`src/rtl/rice_residual_sequencer.sv`:
```
// rice_residual_sequencer: parses the partitioned-Rice residual section of one
//   FLAC subframe, one stream bit per accepted transfer, and hands each residual
//   (unary quotient, remainder, Rice parameter) to the downstream Rice decoder.
// Latency: oValid rises one cycle after the last bit of a residual is accepted;
//   oDone pulses one cycle after the last residual is accepted.
// Backpressure: iReady low holds EMIT with stable outputs and oBitReady=0;
//   iBitValid low stalls any bit-consuming state with no state change.
// Optional build macro: RICE_ESCAPE_EN enables the escaped (raw) partition path
//   (parameter nibble 15); without it, nibble 15 is a stream error.
// Ports:
//   iClock, iReset_n            clock, async active-low reset
//   iStart, iBlockSize,
//   iPartOrder, iPredOrder      configuration, latched on iStart in IDLE/ERROR
//   iBit, iBitValid, oBitReady  serial stream input, MSB-first
//   oMSB, oLSB, oRiceParam,
//   oValid, iReady              residual output handshake
//   oDone, oError               end-of-subframe pulse, sticky error flag
module rice_residual_sequencer #(
  parameter int MSB_W = 16,
  parameter int LSB_W = 16,
  parameter int BS_W  = 16
) (
  input  logic             iClock,
  input  logic             iReset_n,
  input  logic             iStart,
  input  logic [BS_W-1:0]  iBlockSize,
  input  logic [3:0]       iPartOrder,
  input  logic [5:0]       iPredOrder,
  input  logic             iBit,
  input  logic             iBitValid,
  output logic             oBitReady,
  output logic [MSB_W-1:0] oMSB,
  output logic [LSB_W-1:0] oLSB,
  output logic [3:0]       oRiceParam,
  output logic             oValid,
  input  logic             iReady,
  output logic             oDone,
  output logic             oError
);

  typedef enum logic [3:0] {
    S_IDLE,
    S_PARAM,
    S_UNARY,
    S_REM,
    S_EMIT,
    S_DONE,
    S_ERROR
`ifdef RICE_ESCAPE_EN
    ,
    S_ESC_W,
    S_ESC_S
`endif
  } state_t;

`ifdef RICE_ESCAPE_EN
  // Kind of partition currently being emitted.
  localparam logic [1:0] M_RICE = 2'd0;
  localparam logic [1:0] M_ZERO = 2'd1;
  localparam logic [1:0] M_RAW  = 2'd2;
`endif

  state_t           r_state;
  logic [BS_W-1:0]  r_psize;
  logic [15:0]      r_part_left;
  logic [BS_W-1:0]  r_samp_left;
  logic [3:0]       r_param;
  logic [MSB_W-1:0] r_msb;
  logic [LSB_W-1:0] r_lsb;
  logic [4:0]       r_cnt;
  logic [2:0]       r_nib;
  logic             r_valid;
  logic             r_done;
  logic             r_error;
`ifdef RICE_ESCAPE_EN
  logic [3:0]       r_esc_n;
  logic [4:0]       r_esc_w;
  logic [1:0]       r_esc_mode;
`endif

  logic [BS_W-1:0]  w_psize;
  logic [BS_W-1:0]  w_pred;
  logic             w_cfg_bad;
  logic [15:0]      w_part_init;
  logic             w_bit_xfer;
  logic [3:0]       w_nib_full;
  logic [BS_W-1:0]  w_samp_dec;
`ifdef RICE_ESCAPE_EN
  logic [4:0]       w_esc_full;
`endif

  assign w_psize     = iBlockSize >> iPartOrder;
  assign w_pred      = BS_W'(iPredOrder);
  // Partition 0 must hold at least the warm-up samples; an empty partition is
  // only legal for the single-partition case.
  assign w_cfg_bad   = (w_psize < w_pred) || ((w_psize == '0) && (iPartOrder != 4'd0));
  assign w_part_init = (16'd1 << iPartOrder) - 16'd1;
  assign w_bit_xfer  = iBitValid && oBitReady;
  assign w_nib_full  = {r_nib, iBit};
  assign w_samp_dec  = r_samp_left - BS_W'(1);
`ifdef RICE_ESCAPE_EN
  assign w_esc_full  = {r_esc_n, iBit};
`endif

  // Ready is a pure decode of the state register.
  assign oBitReady = (r_state == S_PARAM) || (r_state == S_UNARY) || (r_state == S_REM)
`ifdef RICE_ESCAPE_EN
                     || (r_state == S_ESC_W) || (r_state == S_ESC_S)
`endif
                     ;

  assign oMSB       = r_msb;
  assign oLSB       = r_lsb;
  assign oRiceParam = r_param;
  assign oValid     = r_valid;
  assign oDone      = r_done;
  assign oError     = r_error;

  always_ff @(posedge iClock or negedge iReset_n) begin
    if (!iReset_n) begin
      r_state     <= S_IDLE;
      r_psize     <= '0;
      r_part_left <= '0;
      r_samp_left <= '0;
      r_param     <= '0;
      r_msb       <= '0;
      r_lsb       <= '0;
      r_cnt       <= '0;
      r_nib       <= '0;
      r_valid     <= 1'b0;
      r_done      <= 1'b0;
      r_error     <= 1'b0;
`ifdef RICE_ESCAPE_EN
      r_esc_n     <= '0;
      r_esc_w     <= '0;
      r_esc_mode  <= M_RICE;
`endif
    end else begin
      case (r_state)
        S_IDLE, S_ERROR: begin
          if (iStart) begin
            r_error <= w_cfg_bad;
            r_psize <= w_psize;
            r_param <= '0;
            r_msb   <= '0;
            r_lsb   <= '0;
            r_cnt   <= '0;
            r_nib   <= '0;
            r_valid <= 1'b0;
`ifdef RICE_ESCAPE_EN
            r_esc_mode <= M_RICE;
`endif
            if (w_cfg_bad) begin
              r_state <= S_ERROR;
            end else begin
              r_part_left <= w_part_init;
              r_samp_left <= w_psize - w_pred;
              r_state     <= S_PARAM;
            end
          end
        end

        S_PARAM: begin
          if (w_bit_xfer) begin
            r_nib <= w_nib_full[2:0];
            if (r_cnt == 5'd3) begin
              r_cnt <= '0;
              if (w_nib_full == 4'hF) begin
`ifdef RICE_ESCAPE_EN
                r_state <= S_ESC_W;
`else
                r_error <= 1'b1;
                r_state <= S_ERROR;
`endif
              end else begin
                r_param <= w_nib_full;
`ifdef RICE_ESCAPE_EN
                r_esc_mode <= M_RICE;
`endif
                if (r_samp_left == '0) begin
                  // Empty partition: straight to the partition-end check.
                  if (r_part_left != '0) begin
                    r_part_left <= r_part_left - 16'd1;
                    r_samp_left <= r_psize;
                    r_state     <= S_PARAM;
                  end else begin
                    r_done  <= 1'b1;
                    r_state <= S_DONE;
                  end
                end else begin
                  r_state <= S_UNARY;
                end
              end
            end else begin
              r_cnt <= r_cnt + 5'd1;
            end
          end
        end

        S_UNARY: begin
          if (w_bit_xfer) begin
            if (!iBit) begin
              if (&r_msb) begin
                // Quotient would not fit in oMSB.
                r_error <= 1'b1;
                r_state <= S_ERROR;
              end else begin
                r_msb <= r_msb + MSB_W'(1);
              end
            end else if (r_param != 4'd0) begin
              r_cnt   <= {1'b0, r_param};
              r_state <= S_REM;
            end else begin
              r_lsb   <= '0;
              r_valid <= 1'b1;
              r_state <= S_EMIT;
            end
          end
        end

        S_REM: begin
          if (w_bit_xfer) begin
            r_lsb <= {r_lsb[LSB_W-2:0], iBit};
            if (r_cnt == 5'd1) begin
              r_cnt   <= '0;
              r_valid <= 1'b1;
              r_state <= S_EMIT;
            end else begin
              r_cnt <= r_cnt - 5'd1;
            end
          end
        end

        S_EMIT: begin
          if (iReady) begin
            r_msb       <= '0;
            r_lsb       <= '0;
            r_samp_left <= w_samp_dec;
            if (w_samp_dec == '0) begin
              r_valid <= 1'b0;
              if (r_part_left != '0) begin
                r_part_left <= r_part_left - 16'd1;
                r_samp_left <= r_psize;
                r_cnt       <= '0;
                r_state     <= S_PARAM;
              end else begin
                r_done  <= 1'b1;
                r_state <= S_DONE;
              end
            end else begin
`ifdef RICE_ESCAPE_EN
              if (r_esc_mode == M_ZERO) begin
                // All-zero partition: keep emitting without consuming bits.
                r_state <= S_EMIT;
              end else if (r_esc_mode == M_RAW) begin
                r_valid <= 1'b0;
                r_cnt   <= r_esc_w;
                r_state <= S_ESC_S;
              end else begin
                r_valid <= 1'b0;
                r_state <= S_UNARY;
              end
`else
              r_valid <= 1'b0;
              r_state <= S_UNARY;
`endif
            end
          end
        end

`ifdef RICE_ESCAPE_EN
        S_ESC_W: begin
          if (w_bit_xfer) begin
            r_esc_n <= w_esc_full[3:0];
            if (r_cnt == 5'd4) begin
              r_cnt   <= '0;
              r_esc_w <= w_esc_full;
              r_msb   <= '0;
              r_lsb   <= '0;
              if (w_esc_full == 5'd0) begin
                r_param    <= 4'd0;
                r_esc_mode <= M_ZERO;
              end else begin
                r_param    <= 4'hF;
                r_esc_mode <= M_RAW;
              end
              if (r_samp_left == '0) begin
                if (r_part_left != '0) begin
                  r_part_left <= r_part_left - 16'd1;
                  r_samp_left <= r_psize;
                  r_state     <= S_PARAM;
                end else begin
                  r_done  <= 1'b1;
                  r_state <= S_DONE;
                end
              end else if (w_esc_full == 5'd0) begin
                r_valid <= 1'b1;
                r_state <= S_EMIT;
              end else begin
                r_cnt   <= w_esc_full;
                r_state <= S_ESC_S;
              end
            end else begin
              r_cnt <= r_cnt + 5'd1;
            end
          end
        end

        S_ESC_S: begin
          if (w_bit_xfer) begin
            r_lsb <= {r_lsb[LSB_W-2:0], iBit};
            if (r_cnt == 5'd1) begin
              r_cnt   <= '0;
              r_valid <= 1'b1;
              r_state <= S_EMIT;
            end else begin
              r_cnt <= r_cnt - 5'd1;
            end
          end
        end
`endif

        S_DONE: begin
          r_done  <= 1'b0;
          r_state <= S_IDLE;
        end

        default: begin
          r_state <= S_IDLE;
        end
      endcase
    end
  end

endmodule

```
`config.mk`:
```
export PLATFORM = sky130hd
export DESIGN_NAME = rice_residual_sequencer
export DESIGN_NICKNAME = d
export VERILOG_FILES = /design/src/rtl/rice_residual_sequencer.sv
export SDC_FILE = /design/constraint.sdc
export NUM_CORES = 1
export LEC_CHECK = 0
export BUFFER_PORTS_ARGS = -buffer_cell sky130_fd_sc_hd__clkbuf_2
export CORE_MARGIN = 2
export CORE_UTILIZATION = 33
export CTS_CLUSTER_SIZE = 25
export DETAILED_ROUTE_END_ITERATION = 16
export SYNTH_ARGS = -nofsm -noshare
export SYNTH_HDL_FRONTEND = slang
export SYNTH_SLANG_ARGS = --single-unit
```
`constraint.sdc`:
```
create_clock -name iClock -period 5.1 [get_ports iClock]
set_input_delay 0.255 -clock iClock [delete_from_list [all_inputs] [get_ports iClock]]
set_output_delay 0.255 -clock iClock [all_outputs]
set_load 0.05 [all_outputs]
```
==> results of run 1 <==
## cell usage in the layout, fill, tap and decap left out, types with 5 or more instances in the layout
master,Yosys,final
sky130_fd_sc_hd__o311a_1,5,5
sky130_fd_sc_hd__or4_1,6,6
sky130_fd_sc_hd__mux2_2,9,9
sky130_fd_sc_hd__a21oi_1,51,51
sky130_fd_sc_hd__xnor2_1,12,12
sky130_fd_sc_hd__nand3_1,27,27
sky130_fd_sc_hd__nor2_1,75,74
sky130_fd_sc_hd__mux2i_1,29,29
sky130_fd_sc_hd__xor2_1,25,25
sky130_fd_sc_hd__nor2b_1,10,10
sky130_fd_sc_hd__nor4_1,7,7
sky130_fd_sc_hd__clkbuf_2,0,70
sky130_fd_sc_hd__and3_1,9,9
sky130_fd_sc_hd__a211oi_1,7,7
sky130_fd_sc_hd__nand3b_1,6,6
sky130_fd_sc_hd__a31oi_1,13,13
sky130_fd_sc_hd__nand2b_1,14,14
sky130_fd_sc_hd__a221oi_1,7,7
sky130_fd_sc_hd__nand4_1,8,8
sky130_fd_sc_hd__or3_1,6,6
sky130_fd_sc_hd__nor3_1,17,17
sky130_fd_sc_hd__o21ai_0,69,69
sky130_fd_sc_hd__inv_1,23,23
sky130_fd_sc_hd__mux4_2,6,6
sky130_fd_sc_hd__dfrtp_1,98,98
sky130_fd_sc_hd__and2_1,10,10
sky130_fd_sc_hd__buf_4,4,14
sky130_fd_sc_hd__or2_2,11,11
sky130_fd_sc_hd__ha_1,13,13
sky130_fd_sc_hd__nand2_1,156,156
sky130_fd_sc_hd__clkbuf_16,0,9
sky130_fd_sc_hd__o22ai_1,13,13
## layer usage
metal | vias up | GRT usage
met5 | - | 0
met4 | 0 | 0.0445
li1 | 3330 | -
met3 | 26 | 0.0328
met2 | 214 | 0.265
met1 | 3210 | 0.253
## power by group
part	switching (mW)	internal, mW
clock	0.335	0.341
combinational	1.38	0.810
sequential	0.260	0.996
## flip-flops by register name, indices dropped and copies added, names as in the netlist
signal / flops
oValid: 1
r_nib: 3
oLSB: 16
r_state: 3
r_cnt: 5
r_part_left: 16
r_samp_left: 16
oDone: 1
oError: 1
r_psize: 16
oRiceParam: 4
oMSB: 16
## metrics by stage
stage / instance area (sq um) / util / worst slack [ps] / total power, mW
global placement: 7950 / 0.361 / 714 / 3.42
CTS: 8240 / 0.374 / 945 / 4.13
floorplan: 7460 / - / 1010 / 2.96
finish: 8240 / 0.374 / 917 / 4.13
global route: 8240 / 0.374 / 603 / 4.45
detailed placement: 7950 / 0.361 / 589 / 3.44
## critical path, cell delays in order
cell and delay, ps:
sky130_fd_sc_hd__clkbuf_2 480, sky130_fd_sc_hd__mux4_2 590, sky130_fd_sc_hd__mux4_2 500, sky130_fd_sc_hd__ha_1 330
sky130_fd_sc_hd__nor2b_1 140, sky130_fd_sc_hd__o21ai_0 200, sky130_fd_sc_hd__a21boi_0 140, sky130_fd_sc_hd__o21ai_0 280
sky130_fd_sc_hd__nand2_1 180, sky130_fd_sc_hd__a211o_1 430, sky130_fd_sc_hd__o211a_4 410, sky130_fd_sc_hd__a31o_1 250
sky130_fd_sc_hd__a221oi_2 250
## path summary, 6_finish.rpt
path | to | startpoint | cells after the start
hold / removal | oMSB[8]$_DFFE_PN0P_ | iReset_n | 1
setup reg to reg | r_part_left[8]$_DFFE_PN0P_ | r_state[1]$_DFFE_PN0P_ | 12
max in group asynchronous | oLSB[6]$_DFFE_PN0P_ | iReset_n | 2
min in group iClock | oLSB[0]$_DFFE_PN0P_ | iBit | 3
setup / recovery | r_part_left[10]$_DFFE_PN0P_ | iPartOrder[1] | 13
hold reg to reg | oLSB[15]$_DFFE_PN0P_ | oLSB[15]$_DFFE_PN0P_ | 2
## cell families (layout without fill, tap and decap cells)
group                    Yosys count  after routing  synth area share
AO/OA/AOI/OAI                    235            235             0.212
XOR/XNOR                          37             37            0.0435
adder cells (fa/ha/maj)           14             14            0.0245
buffers and inverters             91            125            0.0550
flip-flops                        98             98             0.329
multiplexers                      47             47            0.0767
AND/OR/NAND/NOR                  388            388             0.259
## synthesized netlist by cell type (7+ instances only)
| cell type | count | area share |
|---|---|---|
| sky130_fd_sc_hd__nand2_1 | 156 | 0.079 |
| sky130_fd_sc_hd__dfrtp_1 | 98 | 0.33 |
| sky130_fd_sc_hd__nor2_1 | 75 | 0.038 |
| sky130_fd_sc_hd__o21ai_0 | 69 | 0.046 |
| sky130_fd_sc_hd__a21oi_1 | 51 | 0.034 |
| sky130_fd_sc_hd__clkbuf_1 | 42 | 0.021 |
| sky130_fd_sc_hd__mux2i_1 | 29 | 0.039 |
| sky130_fd_sc_hd__nand3_1 | 27 | 0.018 |
| sky130_fd_sc_hd__xor2_1 | 25 | 0.029 |
| sky130_fd_sc_hd__inv_1 | 23 | 0.012 |
| sky130_fd_sc_hd__nor3_1 | 17 | 0.011 |
| sky130_fd_sc_hd__nand2b_1 | 14 | 0.012 |
| sky130_fd_sc_hd__a31oi_1 | 13 | 0.011 |
| sky130_fd_sc_hd__buf_2 | 13 | 0.0087 |
| sky130_fd_sc_hd__ha_1 | 13 | 0.022 |
| sky130_fd_sc_hd__o22ai_1 | 13 | 0.011 |
| sky130_fd_sc_hd__xnor2_1 | 12 | 0.014 |
| sky130_fd_sc_hd__or2_2 | 11 | 0.0092 |
| sky130_fd_sc_hd__and2_1 | 10 | 0.0084 |
| sky130_fd_sc_hd__nor2b_1 | 10 | 0.0084 |
| sky130_fd_sc_hd__and3_1 | 9 | 0.0076 |
| sky130_fd_sc_hd__mux2_2 | 9 | 0.014 |
| sky130_fd_sc_hd__nand4_1 | 8 | 0.0067 |
| sky130_fd_sc_hd__a211oi_1 | 7 | 0.0070 |
| sky130_fd_sc_hd__a221oi_1 | 7 | 0.0082 |
| sky130_fd_sc_hd__nor4_1 | 7 | 0.0059 |
## final cells by class
class	count	area (sq um)	share of cell area
inverter	25	93.8	0.0114
timing repair buffer	84	455	0.0553
clock inverter	7	58.8	0.00714
sequential	98	2450	0.298
multi-input combinational	721	4600	0.559
clock buffer	9	225	0.0273
tap	280	350	0.0425
==> summary.txt, run 1 <==
Status
  – Result of the run: complete, but fails checks
  – Violations in the final reports: negative hold slack

Clock network
  – Post-CTS Setup Inserts: 0
  – CTS H-Tree Depth: 3
  – Clock Latency Late Sink: 360 ps
  – Clock tree from TritonCTS: built
  – Maximum clock insertion buffer count: 2
  – # resized after CTS: 0
  – Number of buffers inserted during clock tree synthesis: 9
  – Clock sink count: 98
  – Clock edge transition at the registers on the reported setup and hold paths: 70 ps
  – Root buf cell: sky130_fd_sc_hd__clkbuf_16
  – Hold-fix buffer count after cts: 0

Logic synthesis
  – Mapped Nets: 956
  – Count of synthesis-stage warnings from yosys: 0
  – Synthesized area divided by synthesized cell count: 8.19 sq um
  – Fraction of synthesis flops using an asynchronous set or reset pin: 1.00
  – Number of synthesized flops with an enable pin: 0
  – Sequential fraction of the synthesis area: 0.329
  – Number of library cell types mapped by synthesis: 89
  – Mapped Cells: 910
  – Most used flip-flop cell after synthesis: sky130_fd_sc_hd__dfrtp_1
  – Register bit total from synthesis: 98
  – Synthesized area: 7460 sq um

Global route
  – Via count of the first global-routing pass: 6476
  – Overall fraction of global-route tracks in use: 0.174
  – Number of antenna violations at the first check in global routing: 0
  – Wire length of the first global-routing pass: 33900 um
  – Leftover overflow at the end of global routing: 0
  – Maximum number of pins on one net before global-route repair: 62

Drt
  – Total number of vias: 6780
  – Count of antenna-violating nets left after detailed routing: 0
  – DRC violations left: 0
  – Average wire per standard cell: 16.7 um
  – WL met2: 8870 um
  – Detailed-route wire length: 20500 um
  – Met1 wire length: 10100 um
  – Length of the first detailed-routing pass in iterations: 5
  – Length of routed met3 wiring: 1200 um
  – Vias per Instance: 5.54
  – Initial DRC Count: 490
  – Topmost layer with routed signal wires: met4

Place
  – Routability congestion estimate: 0.908
  – Placed Cells: 1208
  – Number of port buffers: 71
  – Hpwl dp: 14900 um

Floorplan
  – Chip width: 154 um
  – I/O pin count: 72
  – Die Height: 154 um
  – Area of the core: 22000 sq um
  – Floorplan die area: 23800 sq um
  – Effective utilization at floorplan: 0.339
  – Total number of placement rows: 54

Timing
  – Final setup TNS: 0 ps
  – Skew final: 6.11 ps
  – Unrepaired setup endpoints after global routing: no
  – Measured slew at the worst slew-check pin: 1100 ps
  – Final Hold Viols: 11
  – Number of failing setup endpoints in the final timing report: 0
  – Worst hold-check slack: -40.9 ps
  – Time the worst path needs with I/O delays and setup: 4180 ps
  – Remaining max-slew budget at the tightest pin: 0.264
  – Final worst-path cycle share: 0.820
  – Timing-limited maximum frequency: 0.239 GHz
  – Count of final max-slew check failures: 0

Cells and area
  – Layout net count: 985
  – Fraction of final layout cells sized beyond drive strength 1: 0.168
  – Number of fillers in the final layout: 2321
  – Final cell count without fillers: 1224
  – Area added between synthesis and finish: 10.5%
  – Inserted Diodes: 0

Worst setup path
  – Req. time, crit path: 5370 ps
  – Worst-case register-to-register setup slack: 950 ps
  – Worst setup EP type: register
  – Signal arrival time at the worst endpoint: 4450 ps
  – Maximum fanout along the worst path: 25
  – Type of the worst setup path: input pin to register
  – Startpoint types: input pin

Power
  – Leakage component of the power: 3.56 nW
  – Maximum ir drop on the vdd rail: 0.201 mV
  – Power density of the placed cells: 501 nW/um^2

Min path
  – Class of the tightest hold or removal check: input pin to asynchronous set/reset pin

Flow run
  – # Max-Cap Violations: 0
No activity file was read; power rests on OpenSTA's default activity.
==> run 2: changes to the inputs <==
==> constraint.sdc (replaced) <==
create_clock -name iClock -period 3.36 [get_ports iClock]
set_input_delay 0.168 -clock iClock [delete_from_list [all_inputs] [get_ports iClock]]
set_output_delay 0.168 -clock iClock [all_outputs]
set_load 0.05 [all_outputs]
==> run 2 against run 1 <==
Against the previous run: the run now ends clean; clock power up 60%; count of clock-buffer cells in the layout up 1; clock skew up 3.4 ps; routed wire length up 5.2%; sequential power up 45%; critical endpoint unchanged; worst setup slack worse by 750 ps; register-to-register slack worse by 780 ps; first-iteration DRC count up 24%; largest cell class unchanged; critical path type unchanged.
==> summary.txt, run 2 (synthesis results as in run 1) <==
Flow run
  – # Max-Cap Violations: 0

Global route
  – Maximum number of pins on one net before global-route repair: 61
  – Wire length of the first global-routing pass: 35600 um
  – Overall fraction of global-route tracks in use: 0.181
  – Via count of the first global-routing pass: 6785
  – Leftover overflow at the end of global routing: 0
  – Number of antenna violations at the first check in global routing: 0

Timing
  – Final Hold Viols: 0
  – Skew final: 9.50 ps
  – Remaining max-slew budget at the tightest pin: 0.445
  – Measured slew at the worst slew-check pin: 830 ps
  – Count of final max-slew check failures: 0
  – Number of failing setup endpoints in the final timing report: 0
  – Final worst-path cycle share: 0.951
  – Setup ws final: 166 ps
  – Time the worst path needs with I/O delays and setup: 3190 ps
  – Timing-limited maximum frequency: 0.313 GHz

Power
  – Leakage component of the power: 4.10 nW
  – Power density of the placed cells: 743 nW/um^2
  – Sequential share of power: 0.268
  – Net switching power of the design: 3.14 mW
  – Net switching share of the total power: 0.459
  – Internal power component: 3.69 mW
  – Power share of the combinational group: 0.573
  – Maximum ir drop on the vdd rail: 0.345 mV
  – Clock Power Share: 0.159

Cells and area
  – Most frequent cells in the layout: sky130_fd_sc_hd__nand2_1 (155), sky130_fd_sc_hd__buf_4 (113), sky130_fd_sc_hd__dfrtp_1 (98)
  – Utilization after layout: 0.417
  – Inserted Diodes: 0
  – Fraction of final layout cells sized beyond drive strength 1: 0.266
  – Number of fillers in the final layout: 2272
  – Most common library cell in the layout ignoring fill and taps: sky130_fd_sc_hd__nand2_1
  – Area added between synthesis and finish: 23.2%
  – Layout net count: 1088

Worst setup path
  – Worst Setup SP: iPartOrder[1]
  – Maximum fanout along the worst path: 7
  – Worst setup EP type: register
  – Slowest stage delay, CP: 510 ps
  – Type of the worst setup path: input pin to register
  – Number of cell instances on the worst register-to-register path: 9
  – Signal arrival time at the worst endpoint: 3460 ps
  – Bufs and invs on worst path: 1
  – Worst-case register-to-register setup slack: 170 ps
  – Highest-delay cell along the critical path: sky130_fd_sc_hd__mux4_2
  – Req. time, crit path: 3620 ps
  – Gate family responsible for the most delay along the worst path: compound AO/OA/AOI/OAI gates
  – Worst R2R Start: r_part_left[7]$_DFFE_PN0P_
  – R2R Path End: oRiceParam[2]$_DFFE_PN0P_
  – Cell-by-cell listing of the critical path: buf_2 -> mux4_2 -> mux2_4 -> o21ai_4 -> ha_2 -> fa_2 -> nor2b_1 -> o21ai_1 -> a21boi_1 -> o21ai_2 -> nand2_1 -> a211o_4 -> o211a_4 -> a31o_1 -> a221oi_2
  – Startpoint types: input pin

Drt
  – Total number of vias: 7165
  – Detailed-route wire length: 21500 um
  – Initial DRC Count: 610
  – Vias per Instance: 5.40
  – Average wire per standard cell: 16.2 um
  – Count of antenna-violating nets left after detailed routing: 0
  – DRC violations left: 0
  – Length of the first detailed-routing pass in iterations: 5

Clock network
  – Clock Latency Late Sink: 360 ps
  – Maximum clock insertion buffer count: 2
  – Number of buffers inserted during clock tree synthesis: 9
  – CTS H-Tree Depth: 3
  – Clock sink count: 98
  – Root buf cell: sky130_fd_sc_hd__clkbuf_16
  – Clock edge transition at the registers on the reported setup and hold paths: 70 ps
  – Clock tree from TritonCTS: built

Floorplan
  – Floorplan die area: 23800 sq um
  – Chip width: 154 um
  – Die Height: 154 um
  – I/O pin count: 72
  – Effective utilization at floorplan: 0.339
  – Area of the core: 22000 sq um
  – Total number of placement rows: 54

Min path
  – WHS Path Cells: 3
  – Hold Path End: oLSB[0]$_DFFE_PN0P_
  – Class of the tightest hold or removal check: input pin to register
  – Worst hold path startpoint: iBit

Place
  – Hpwl dp: 16100 um
  – Number of port buffers: 71
  – Place WS: -299 ps
  – Routability congestion estimate: 0.887

Status
  – Result of the run: finished clean
-- run 2: worst max-delay path by stage --
| stage | endpoint | depth (start not counted) |
|---|---|---|
| 3_5_place_dp | r_part_left[10]$_DFFE_PN0P_ | 15 |
| 2_1_floorplan | r_samp_left[15]$_DFFE_PN0P_ | 16 |
| 5_1_grt | r_samp_left[9]$_DFFE_PN0P_ | 17 |
| 4_1_cts | r_part_left[10]$_DFFE_PN0P_ | 15 |
| 6_report | r_part_left[10]$_DFFE_PN0P_ | 15 |
| 3_3_place_gp | r_part_left[3]$_DFFE_PN0P_ | 15 |
-- run 2: final cells by class --
class                   count  area, sq um  area share
clock inverters             6         72.6     0.00790
well taps                 280          350      0.0381
inverters                  25         93.8      0.0102
repair buffers            187         1270       0.138
flip-flops and latches     98         2450       0.267
clock buffers              10          229      0.0249
multi-input cells         721         4720       0.514
-- run 2: timing repair --
item,CTS,global route
endpoints found under the hold margin,59,0
endpoints found under the setup margin,0,32
setup buffers,0,0
resized for setup,0,7
hold buffers,1,0
-- run 2: layer usage --
metal	GRT usage	vias to the layer above	routed length (um)
met3	0.0191	31	997
met5	0	-	0
met1	0.264	3391	10700
met4	0.0534	0	408
li1	-	3542	-
met2	0.285	201	9450
-- run 2: worst min-delay path, delay by kind of cell --
kind,cells,cell delay (ps)
compound gates,1,60
buf+inv,1,160
simple gates,1,80
-- run 2: power groups by stage --
stage	logic [mW]	clock network, mW	registers [mW]
6_report	3.91	1.08	1.83
5_1_grt	4.32	1.15	1.88
4_1_cts	3.89	1.11	1.82
3_5_place_dp	3.86	0	1.84
3_3_place_gp	3.82	0	1.84
2_1_floorplan	2.80	0	1.86
-- run 2: stage by stage --
step / instance area (sq um) / setup TNS [ps] / power, mW / std cells / hold slack [ps]
after CTS: 9150 / 0 / 6.82 / 1327 / 129
after global routing: 9190 / -7.99 / 7.35 / 1327 / 145
final: 9190 / 0 / 6.83 / 1327 / 149
after global placement: 8840 / -4830 / 5.65 / 1310 / 311
after floorplan: 7610 / -574 / 4.66 / 910 / -128
after detailed placement: 8840 / -7820 / 5.70 / 1310 / 318
